===== config.mk =====
export PLATFORM = sky130hd
export DESIGN_NAME = mem_uart_sender_flat
export DESIGN_NICKNAME = d
export VERILOG_FILES = /design/src/rtl/uart_pkg.sv /design/src/rtl/mem_uart_sender_if.sv /design/src/rtl/byte_sel.sv /design/src/rtl/mem_uart_sender.sv /design/src/flat_wrapper.sv
export SDC_FILE = /design/constraint.sdc
export NUM_CORES = 1
export LEC_CHECK = 0
export CAP_MARGIN = 10
export CORE_ASPECT_RATIO = 0.9
export CORE_MARGIN = 4
export CORE_UTILIZATION = 25
export DETAILED_ROUTE_END_ITERATION = 8
export DONT_BUFFER_PORTS = 1
export MAX_ROUTING_LAYER = met4
export SYNTH_ARGS = -nofsm -noshare
export SYNTH_HDL_FRONTEND = slang
export SYNTH_SLANG_ARGS = --single-unit

===== constraint.sdc =====
create_clock -name clk -period 3.82 [get_ports clk]
set_clock_uncertainty 0.2 [all_clocks]
set_input_delay 0.573 -clock clk [delete_from_list [all_inputs] [get_ports clk]]
set_output_delay 0.573 -clock clk [all_outputs]
set_load 0.1 [all_outputs]

===== src/rtl/uart_pkg.sv =====
// Shared FSM encoding and constants for the memory-to-UART word sender.
// No logic here; defining UART_TX_CHECKSUM_EN adds the CSUM state to the enum.
// Imported by mem_uart_sender.
package uart_pkg;

   localparam int BYTES_PER_WORD       = 4;
   localparam int DEFAULT_CLKS_PER_BIT = 10417;

`ifdef UART_TX_CHECKSUM_EN
   typedef enum logic [2:0] {
      ST_IDLE, ST_RD, ST_LAT, ST_LOAD, ST_SEND, ST_WAIT, ST_CSUM, ST_DONE
   } sender_state_t;
`else
   typedef enum logic [2:0] {
      ST_IDLE, ST_RD, ST_LAT, ST_LOAD, ST_SEND, ST_WAIT, ST_DONE
   } sender_state_t;
`endif

endpackage


===== src/rtl/mem_uart_sender_if.sv =====
// Bundle of control, memory-port and uart_tx-handshake signals of the sender.
// master = the sender itself, slave = the board top (memory, uart_tx, host).
// Pure wiring, no timing of its own.
interface mem_uart_sender_if #(
   parameter int ADDR_W = 16
);
   logic              start;
   logic [ADDR_W-1:0] len;
   logic [ADDR_W-1:0] base;
   logic              mem_rd_en;
   logic [ADDR_W-1:0] mem_addr;
   logic [31:0]       mem_rdata;
   logic              tx_dv;
   logic [7:0]        tx_byte;
   logic              tx_active;
   logic              tx_done;
   logic              busy;
   logic              done;

   modport master (
      input  start, len, base, mem_rdata, tx_active, tx_done,
      output mem_rd_en, mem_addr, tx_dv, tx_byte, busy, done
   );

   modport slave (
      output start, len, base, mem_rdata, tx_active, tx_done,
      input  mem_rd_en, mem_addr, tx_dv, tx_byte, busy, done
   );
endinterface


===== src/rtl/byte_sel.sv =====
// Selects one byte of a 32-bit word, index 0 = least significant byte.
// Latency: purely combinational.
// Backpressure: none, no handshake.
module byte_sel (
   input  logic [31:0] word,
   input  logic [1:0]  idx,
   output logic [7:0]  sel
);

   // LSB-first byte lane mux
   always_comb begin
      sel = word[7:0];
      case (idx)
         2'd1:    sel = word[15:8];
         2'd2:    sel = word[23:16];
         2'd3:    sel = word[31:24];
         default: sel = word[7:0];
      endcase
   end

endmodule


===== src/rtl/mem_uart_sender.sv =====
// Streams len 32-bit words from a sync memory to uart_tx, 4 bytes/word LSB first.
// Latency: 4 cycles accept->first tx_dv, 2 cycles tx_done->next byte, 5 between words.
// Backpressure: waits on tx_active before each byte and on tx_done after it.
// Optional UART_TX_CHECKSUM_EN appends an 8-bit mod-256 sum of all bytes sent.
module mem_uart_sender
   import uart_pkg::*;
#(
   parameter int CLKS_PER_BIT = DEFAULT_CLKS_PER_BIT,
   parameter int MEM_SIZE     = 64,
   parameter int ADDR_W       = 16
) (
   input logic               clk,
   input logic               rst,
   mem_uart_sender_if.master bus
);

   // CLKS_PER_BIT only configures the uart_tx wired next to this block;
   // a non-positive value is a board configuration error.
   if (CLKS_PER_BIT < 1) begin : g_bad_clks_per_bit
   end

   sender_state_t     state;
   logic [ADDR_W-1:0] base_q;
   logic [ADDR_W-1:0] len_q;
   logic [ADDR_W-1:0] word_cnt;
   logic [ADDR_W-1:0] addr_q;
   logic [ADDR_W-1:0] len_clamped;
   logic [31:0]       word_q;
   logic [1:0]        idx_q;
   logic [7:0]        byte_q;
   logic [7:0]        sel_byte;
   logic              rd_en_q;
   logic              dv_q;
   logic              busy_q;
   logic              done_q;
`ifdef UART_TX_CHECKSUM_EN
   logic [7:0]        csum_q;
   logic              csum_sent;
`endif

   assign len_clamped = (bus.len > ADDR_W'(MEM_SIZE)) ? ADDR_W'(MEM_SIZE) : bus.len;

   byte_sel u_byte_sel (
      .word (word_q),
      .idx  (idx_q),
      .sel  (sel_byte)
   );

   assign bus.mem_rd_en = rd_en_q;
   assign bus.mem_addr  = addr_q;
   assign bus.tx_dv     = dv_q;
   assign bus.tx_byte   = byte_q;
   assign bus.busy      = busy_q;
   assign bus.done      = done_q;

   // Transfer sequencer; all outputs registered, strobes default low each cycle
   always_ff @(posedge clk) begin
      if (rst) begin
         state    <= ST_IDLE;
         base_q   <= '0;
         len_q    <= '0;
         word_cnt <= '0;
         addr_q   <= '0;
         word_q   <= '0;
         idx_q    <= '0;
         byte_q   <= '0;
         rd_en_q  <= 1'b0;
         dv_q     <= 1'b0;
         busy_q   <= 1'b0;
         done_q   <= 1'b0;
`ifdef UART_TX_CHECKSUM_EN
         csum_q    <= '0;
         csum_sent <= 1'b0;
`endif
      end else begin
         rd_en_q <= 1'b0;
         dv_q    <= 1'b0;
         case (state)
            ST_IDLE, ST_DONE: begin
               if (bus.start) begin
                  base_q   <= bus.base;
                  len_q    <= len_clamped;
                  word_cnt <= '0;
                  idx_q    <= '0;
                  addr_q   <= bus.base;
                  // A zero-length request never touches memory
                  rd_en_q  <= (len_clamped != '0);
                  busy_q   <= 1'b1;
                  done_q   <= 1'b0;
`ifdef UART_TX_CHECKSUM_EN
                  csum_q   <= '0;
`endif
                  state    <= ST_RD;
               end
            end
            ST_RD: begin
               if (len_q == '0) begin
                  busy_q <= 1'b0;
                  done_q <= 1'b1;
                  state  <= ST_DONE;
               end else begin
                  state  <= ST_LAT;
               end
            end
            ST_LAT: state <= ST_LOAD;
            ST_LOAD: begin
               word_q <= bus.mem_rdata;
               idx_q  <= '0;
               state  <= ST_SEND;
            end
            ST_SEND: begin
               if (!bus.tx_active) begin
                  byte_q <= sel_byte;
                  dv_q   <= 1'b1;
`ifdef UART_TX_CHECKSUM_EN
                  csum_q <= csum_q + sel_byte;
`endif
                  state  <= ST_WAIT;
               end
            end
            ST_WAIT: begin
               if (bus.tx_done) begin
                  if (idx_q != 2'(BYTES_PER_WORD - 1)) begin
                     idx_q <= idx_q + 2'd1;
                     state <= ST_SEND;
                  end else if (word_cnt != len_q - ADDR_W'(1)) begin
                     word_cnt <= word_cnt + ADDR_W'(1);
                     addr_q   <= base_q + word_cnt + ADDR_W'(1);
                     rd_en_q  <= 1'b1;
                     state    <= ST_RD;
                  end else begin
`ifdef UART_TX_CHECKSUM_EN
                     csum_sent <= 1'b0;
                     state     <= ST_CSUM;
`else
                     busy_q <= 1'b0;
                     done_q <= 1'b1;
                     state  <= ST_DONE;
`endif
                  end
               end
            end
`ifdef UART_TX_CHECKSUM_EN
            ST_CSUM: begin
               // First half sends the sum like a data byte, second half waits for its frame
               if (!csum_sent) begin
                  if (!bus.tx_active) begin
                     byte_q    <= csum_q;
                     dv_q      <= 1'b1;
                     csum_sent <= 1'b1;
                  end
               end else if (bus.tx_done) begin
                  busy_q <= 1'b0;
                  done_q <= 1'b1;
                  state  <= ST_DONE;
               end
            end
`endif
            default: state <= ST_IDLE;
         endcase
      end
   end

endmodule


===== src/flat_wrapper.sv =====
// flat-port wrapper written by rule: the top's interface ports become plain ports
module mem_uart_sender_flat import uart_pkg::*;
#(
   parameter int CLKS_PER_BIT = DEFAULT_CLKS_PER_BIT,
   parameter int MEM_SIZE     = 64,
   parameter int ADDR_W       = 16
)
  (clk, rst, bus_start, bus_len, bus_base, bus_mem_rdata, bus_tx_active, bus_tx_done, bus_mem_rd_en, bus_mem_addr, bus_tx_dv, bus_tx_byte, bus_busy, bus_done);
  mem_uart_sender_if #(.ADDR_W(ADDR_W)) bus_i ();
  input logic clk;
  input logic rst;
  input wire logic [$bits(bus_i.start)-1:0] bus_start;
  input wire logic [$bits(bus_i.len)-1:0] bus_len;
  input wire logic [$bits(bus_i.base)-1:0] bus_base;
  input wire logic [$bits(bus_i.mem_rdata)-1:0] bus_mem_rdata;
  input wire logic [$bits(bus_i.tx_active)-1:0] bus_tx_active;
  input wire logic [$bits(bus_i.tx_done)-1:0] bus_tx_done;
  output wire logic [$bits(bus_i.mem_rd_en)-1:0] bus_mem_rd_en;
  output wire logic [$bits(bus_i.mem_addr)-1:0] bus_mem_addr;
  output wire logic [$bits(bus_i.tx_dv)-1:0] bus_tx_dv;
  output wire logic [$bits(bus_i.tx_byte)-1:0] bus_tx_byte;
  output wire logic [$bits(bus_i.busy)-1:0] bus_busy;
  output wire logic [$bits(bus_i.done)-1:0] bus_done;
  assign bus_i.start = bus_start;
  assign bus_i.len = bus_len;
  assign bus_i.base = bus_base;
  assign bus_i.mem_rdata = bus_mem_rdata;
  assign bus_i.tx_active = bus_tx_active;
  assign bus_i.tx_done = bus_tx_done;
  assign bus_mem_rd_en = bus_i.mem_rd_en;
  assign bus_mem_addr = bus_i.mem_addr;
  assign bus_tx_dv = bus_i.tx_dv;
  assign bus_tx_byte = bus_i.tx_byte;
  assign bus_busy = bus_i.busy;
  assign bus_done = bus_i.done;
  mem_uart_sender #(.CLKS_PER_BIT(CLKS_PER_BIT), .MEM_SIZE(MEM_SIZE), .ADDR_W(ADDR_W)) u_core (.clk(clk), .rst(rst), .bus(bus_i));
endmodule

* Word level (Yosys, flattened, before mapping)
Index checks and enable logic that the tools add are counted.
Widths: inputs -> output; s select.
** Storage, ports and cells
- Output and inout port bits :: 28
- Bits of input ports :: 69
- Flip-flop bits (word level) :: 113
** Cells by class
- Add/subtract/negate cells :: 5
- Multiplexer cells :: 41
- Equal/unequal tests :: 19
- Bitwise gates (word level) :: 2
- Reductions and logical operators :: 14
- $lt $le $gt $ge :: 1
** Operators by type and width (number)
- $mux 16 :: 9
- $pmux 16 s2 :: 2
- $add 16x1->16 const B :: 2
- $pmux 8 s3 :: 1
- $mux 3 :: 6
- $pmux 3 s6 :: 1
- $add 16x16->16 :: 1
- $gt 16x7->1 const B :: 1
- $logic_not 16->1 :: 1
- $ne 16x16->1 :: 1
- $reduce_bool 16->1 :: 1
- $sub 16x1->16 const B :: 1
- $mux 1 :: 15
- $ne 2x2->1 const B :: 6
- $eq 3x3->1 const B :: 3
- $eq 3x2->1 const B :: 2
- $mux 2 :: 3
- $ne 2x1->1 const B :: 3
- $pmux 1 s3 :: 2
- $pmux 2 s3 :: 1
- $reduce_and 6->1 :: 1
- $reduce_bool 3->1 :: 2
- $reduce_and 5->1 :: 1
- $eq 2x2->1 const B :: 2
- 11 further kinds :: 14

* Depth between registers and ports, before layout
- Word-level depth :: 6
- Gate-level depth with buffers :: 12
- Gate-level depth less buffers :: 12

* Modules after synthesis
Synthesis repeated with hierarchy kept, for this count alone.
** Second synthesis, totals
- Cells, all modules :: 734
- Area, all modules :: 5925.7 um^2
** Modules (own cells, without submodules)
- mem_uart_sender :: area each 5729.2 um^2, cells each 724, sequential area each 2262.2 um^2, instances 1
- byte_sel :: area each 196.4 um^2, cells each 10, sequential area each 0.0 um^2, instances 1

* Worst setup path after synthesis
No wires, ideal clock.
- Path type :: reg2reg
- Start :: register u_core.len_q[0]
- End :: register u_core.addr_q[9] (netlist: u_core.bus.mem_addr[9])
- Arrival time :: 2.612 ns
- Slack :: 0.884 ns
- Period minus slack after synthesis :: 2.936 ns
- Setup time :: 0.123 ns
- Path buffers :: 2
- Data required time :: 3.497 ns
- Stages on the path, launching flop included :: 13
- Cells stage by stage :: dfxtp_1 > inv_1 > ha_1 > buf_2 > nor3b_1 > xnor2_1 > o2111ai_1 > nor4_1 > nand4_2 > o21a_1 > buf_6 > a21oi_4 > mux2_1
** Between the ends
- Word-level cells in the longest chain between the ends :: 4
** RTL lines
- start, declared :: RTL line mem_uart_sender.sv:24 : logic [ADDR_W-1:0] len_q;
- start signal, assigned :: RTL line mem_uart_sender.sv:82 : len_q <= len_clamped;
- $sub 16x1->16 :: RTL line mem_uart_sender.sv:126 : end else if (word_cnt != len_q - ADDR_W'(1)) begin
- $ne 16x16->1 :: RTL line mem_uart_sender.sv:126
- $ne 2x1->1 (no source line)
- $reduce_and 5->1 (no source line)
- end signal, assigned :: RTL line mem_uart_sender.sv:85 : addr_q <= bus.base;
- end signal, assigned :: RTL line mem_uart_sender.sv:128 : addr_q <= base_q + word_cnt + ADDR_W'(1);
- end, declared :: RTL line mem_uart_sender.sv:26 : logic [ADDR_W-1:0] addr_q;
Every way passes these cells.
A chain may end at the register's enable or synchronous reset.

* Worst setup path after layout
- Start :: register u_core.len_q[0]
- End :: register u_core.word_cnt[1]
** Between the ends
- Word-level cells in the longest chain between the ends :: 4
** RTL lines
- $sub 16x1->16 :: RTL line mem_uart_sender.sv:126
- $ne 16x16->1 :: RTL line mem_uart_sender.sv:126
- $ne 2x1->1 (no source line)
- $reduce_and 5->1 (no source line)
- end signal, assigned :: RTL line mem_uart_sender.sv:127 : word_cnt <= word_cnt + ADDR_W'(1);
- end, declared :: RTL line mem_uart_sender.sv:25 : logic [ADDR_W-1:0] word_cnt;
Every way passes these cells.

==> metrics.cfg <==
[timing]
slew_violations = 0
rsz0062_at_grt = false
fin_crit_sh_pct = 89.9
setup_viol = 0
whs_ns = 0.0411
min_period_ns = 3.43
fmax_ghz = 0.291
hold_viol = 0
setup_tns_ns = 0
worst_slew_pin_slew_ns = 1.11
relSlewSlack_pct = 25.8

[critical_path]
ff2ff_setup_slack_ns = 0.39
worstPathArrival_ns = 3.54
crit_fanout = 11
path_cells = inv_1, ha_1, nor3b_1, xnor2_1, o2111ai_1, nor4_1, nand4_2, o21ai_2, buf_4, o21ai_1, o32ai_1
crit_path_max_incr_delay_ns = 0.53
crit_family = simple AND/OR/NAND/NOR gates
required_ns = 3.93
reg2reg_from = u_core.len_q[0]$_SDFFE_PP0P_
reg2reg_to = u_core.word_cnt[1]$_SDFFE_PP0P_
critPathBufInv = 2
startpoint_type = flip-flop
reg2reg_depth = 11
cp-end-kind = flip-flop
slowest_stage = nor4_1
path_class = reg -> reg

[logic_synthesis]
synth_seq_area_share_pct = 36.8
synth_edf_count = 0
yosysWarnings = 0
synthArstFlopShare_pct = 0
ys_types = 70
yosys_most_used_dff = dfxtp_1
synthCells = 769
synth.net_count = 860
syn_area_per_cell_um2 = 7.99
netlist_area_um2 = 6150
ys_ff_latch = 113

[min_path]
hp-class = in -> reg
min_from = rst
min_to = u_core.base_q[14]$_SDFFE_PP0P_
hold_depth = 1

[routing]
vias_per_cell = 5.16
first_pass_iters = 6
ant_nets = 0
vias = 5511
wl_per_cell_um = 16.7
drtIter0Drc = 384
drc = 0
routed_wl_um = 17900

[clocking]
cts_tree = done
clock_path_buffers = 2
clkLatencyLatePin_ns = 0.41
root_buffer = clkbuf_16
post-cts-setup-buffer-count = 0
cts_resized = 0
cts.sinks = 113
cts-hold-fix-buffers = 0
h-tree-depth = 4
clk_pin_slew_worst_paths_ns = 0.05
cts_made_buffers = 17

[die]
placeableCoreArea_um2 = 24300
die_w_um = 173
num_io_pins = 97
core.rowCount = 54
dieArea_um2 = 27200
initial_core_util_pct = 25.3
die_y_um = 157

[power]
p_leak_nw = 2.56
power.density_nw_per_um2 = 630
vdd_drop_max_mv = 0.370

[run]
cap_violations = 0

[grt]
grt_pass1_vias = 5190
grt_pass1_wl_um = 28500
grt.total_usage_pct = 13.4
grt.overflow.total = 0
antenna_found_initial = 0
grt_max_degree = 101

[cells_and_area]
diodes = 0
layout_common_cells = nand2_1 (143), dfxtp_1 (113), a21oi_1 (78)
fin_nets = 840
utilization_pct = 28.8
layout_commonest_cell = nand2_1
syn_to_final_growth_pct = 13.7
drive_above_1_share_pct = 8.03

[placed_design]
dp_hpwl_um = 12900
port_buffers = 0
place_congestion = 0.855

[status]
status = finished clean

==> metal layers <==
metal,vias up,track usage [%],wire length [um]
met2,139,19.0,7650
met3,18,4.35,1160
met4,0,4.29,284
met5,-,-,0
li1,2736,-,-
met1,2618,18.2,8790
==> final cells by class <==
type / count / area, um^2
fillers: 2588 / 17300
multi-input cells: 585 / 3600
flip-flops and latches: 113 / 2260
clock buffers: 25 / 526
well taps: 308 / 385
repair buffers: 13 / 97.6
inverters: 19 / 71.3
clock inverters: 5 / 50.0
==> power breakdown <==
group	switching, mW	internal [mW]	total [mW]
sequential	0.611	1.32	1.93
combinational	0.614	0.331	0.945
clock	0.529	1.00	1.53
total	1.75	2.65	4.40
==> kinds of logic (layout without fill, tap and decap cells) <==
group | Yosys count | count (layout) | share of synthesized area [%]
adders and majority gates | 22 | 22 | 4.60
DFF | 113 | 113 | 36.8
buffers and inverters | 71 | 62 | 4.84
and+or+nand+nor | 316 | 316 | 24.3
muxes | 18 | 18 | 2.97
AOI/OAI and AO/OA | 195 | 195 | 21.6
xor gates and xnor gates | 34 | 34 | 4.84
==> state kept, by name, summed over array words and instances (netlist names) <==
register	flops
u_core.word_q	32
u_core.base_q	16
u_core.bus.mem_addr	16
u_core.len_q	16
u_core.word_cnt	16
u_core.bus.tx_byte	8
u_core.state	3
u_core.idx_q	2
u_core.bus.busy	1
u_core.bus.done	1
u_core.bus.mem_rd_en	1
u_core.bus.tx_dv	1
==> metrics by stage <==
stage	instances	worst slack (ns)	power [mW]	area, um^2
3_5_place_dp	1038	0.415	2.89	6410
6_report	1068	0.386	4.40	6990
4_1_cts	1068	0.390	4.43	6990
3_3_place_gp	1038	0.500	2.88	6410
5_1_grt	1068	0.0930	4.62	6990
2_1_floorplan	769	0.884	2.61	6150
==> worst register-to-register path: cells and delay by family (launching register included) <==
family	cells	cell delay [ns]
AO/OA/AOI/OAI	4	0.96
adder cells (fa/ha/maj)	1	0.30
AND/OR/NAND/NOR	3	0.99
XOR/XNOR	1	0.15
buffers and inverters	2	0.34
flip-flops	1	0.38
==> Yosys cell counts, types with 4 or more instances <==
cell type / instances / area, um^2
a2111oi_0: 5 / 43.8
a211oi_1: 15 / 113
a21o_1: 7 / 52.6
a21oi_1: 78 / 390
a222oi_1: 8 / 80.1
a22oi_1: 6 / 45.0
a311oi_1: 4 / 35.0
a31oi_1: 9 / 56.3
and2_1: 4 / 25.0
and3_1: 12 / 75.1
buf_2: 4 / 20.0
clkbuf_1: 41 / 154
dfxtp_1: 113 / 2260
ha_1: 21 / 263
inv_1: 19 / 71.3
mux2i_1: 16 / 160
nand2_1: 143 / 537
nand3_1: 17 / 85.1
nand4_1: 15 / 93.8
nand4b_1: 4 / 35.0
nor2_1: 61 / 229
nor3_1: 15 / 75.1
nor3b_1: 4 / 30.0
nor4_1: 6 / 37.5
o2111ai_1: 7 / 61.3
o211ai_1: 10 / 75.1
o21ai_0: 10 / 50.1
o21bai_1: 4 / 30.0
o31ai_1: 4 / 30.0
or3_1: 14 / 87.6
or4_1: 4 / 30.0
xnor2_1: 15 / 131
xor2_1: 19 / 166
==> worst max-delay path by stage <==
stage | startpoint | end | slack, ns | cells after the start
4_1_cts | u_core.len_q[0]$_SDFFE_PP0P_ | u_core.word_cnt[1]$_SDFFE_PP0P_ | 0.39 | 11
6_report | u_core.len_q[0]$_SDFFE_PP0P_ | u_core.word_cnt[1]$_SDFFE_PP0P_ | 0.39 | 11
5_1_grt | u_core.len_q[0]$_SDFFE_PP0P_ | u_core.bus.mem_addr[1]$_SDFFE_PP0P_ | 0.09 | 11
3_5_place_dp | u_core.len_q[0]$_SDFFE_PP0P_ | u_core.word_cnt[1]$_SDFFE_PP0P_ | 0.41 | 11
3_3_place_gp | u_core.len_q[0]$_SDFFE_PP0P_ | u_core.word_cnt[1]$_SDFFE_PP0P_ | 0.50 | 11
2_1_floorplan | u_core.len_q[0]$_SDFFE_PP0P_ | u_core.bus.mem_addr[9]$_SDFFE_PP0P_ | 0.88 | 12
No activity file was read; power rests on OpenSTA's default activity.
==> RTL change: new RTL, same flow settings <==
The option `UART_TX_CHECKSUM_EN` is turned on by a define.
--- a/src/rtl/uart_pkg.sv
+++ b/src/rtl/uart_pkg.sv
@@ -1,6 +1,8 @@
 // Shared FSM encoding and constants for the memory-to-UART word sender.
 // No logic here; defining UART_TX_CHECKSUM_EN adds the CSUM state to the enum.
 // Imported by mem_uart_sender.
+`define UART_TX_CHECKSUM_EN
+
 package uart_pkg;
 
    localparam int BYTES_PER_WORD       = 4;
Check against the original RTL: no difference found for any inputs over 4 cycles, from zero or initial values and one cycle with rst high; that may be too few to reach the edited logic, so the function may still have changed.
==> RTL change against the unedited design <==
- power shrank 4.9%
- critical path depth grew 2
- sequential cell count grew 9
- design area grew 11%
- setup slack lost 0.00080 ns
- critical endpoint is now u_core.csum_q[7]$_SDFFE_PP0P_
- synthesized area grew 12%
- sequential power shrank 3%
- routed wire length grew 9.0%
==> RTL change: results (changes against the unedited design) <==
Run status
  – Status: complete, no violations (unchanged)

Setup path
  – CP max stage cell: dfxtp_1 (was nor4_1)
  – Max FO, Critical Path: 8 (was 11)
  – Crit path buf inv count: 1 (was 2)
  – Crit-path leading delay family: compound AO/OA/AOI/OAI gates (was simple AND/OR/NAND/NOR gates)

Synth
  – Mux cell area share after synthesis: 4.534% (was 2.972%)
  – Leading post-synthesis cells by instance count: nand2_1, dfxtp_1, a21oi_1, nor2_1, clkbuf_1 (unchanged)
  – Seq/Total Area, Yosys: 35.54% (was 36.80%)
  – Syn Nets: 949 (was 860)
  – Synth Area in XOR/XNOR: 3.696% (was 4.844%)

Cells and area
  – Layout cell share with drive strength beyond 1: 8.612% (was 8.026%)
  – Final nets: 922 (was 840)
  – Non-Filler Instances: 1190 (was 1068)

Place
  – Hpwl dp: 14210 um (was 12930 um)
  – Placed cell count: 1158 (was 1038)
  – Post-DP Area: 7158 um^2 (was 6414 um^2)

Global routing
  – First-pass GRT wire length: 31110 um (was 28510 um)
  – Largest net degree at the start of global routing: 112 (was 101)
  – GRT Overall Usage: 13.27% (was 13.45%)
  – GR Util met1: 17.03% (was 18.19%)

Timing
  – Worst-Margin Slew: 1.074 ns (was 1.112 ns)
  – Period utilisation layout: 89.90% (was 89.88%)
  – WHS: 0.05311 ns (was 0.04114 ns)

Power and ir drop
  – Tot Pwr: 4.187 mW (was 4.403 mW)
  – Internal Pwr Total: 2.568 mW (was 2.649 mW)
  – Logic pwr share: 16.0% (was 21.5%)
  – LEAKAGE: 2.870 nW (was 2.563 nW)

Route
  – Routed vias: 6019 (was 5511)
  – Met3 WL: 1629 um (was 1157 um)
  – Drt initial violations: 394 (was 384)
  – Met2 wire len: 8410 um (was 7648 um)
## RTL change: cell type report
type | count | area (um^2) | share of cell area, %
sequential | 122 | 2442 | 31.46
tap | 354 | 442.9 | 5.705
multi-input combinational | 647 | 4100 | 52.81
clock buffer | 17 | 425.4 | 5.479
clock inverter | 15 | 180.2 | 2.321
timing repair buffer | 11 | 82.58 | 1.064
inverter | 24 | 90.09 | 1.160
## RTL change: path summary, 6_finish.rpt
kind,start,end,cells past startpoint
worst max-delay path,u_core.idx_q[0]$_SDFFE_PP0P_,u_core.csum_q[7]$_SDFFE_PP0P_,13
worst min-delay path,rst,u_core.len_q[4]$_SDFFE_PP0P_,1
worst max register to register,u_core.idx_q[0]$_SDFFE_PP0P_,u_core.csum_q[7]$_SDFFE_PP0P_,13
worst min register to register,u_core.word_q[6]$_SDFFE_PP0P_,u_core.word_q[6]$_SDFFE_PP0P_,2
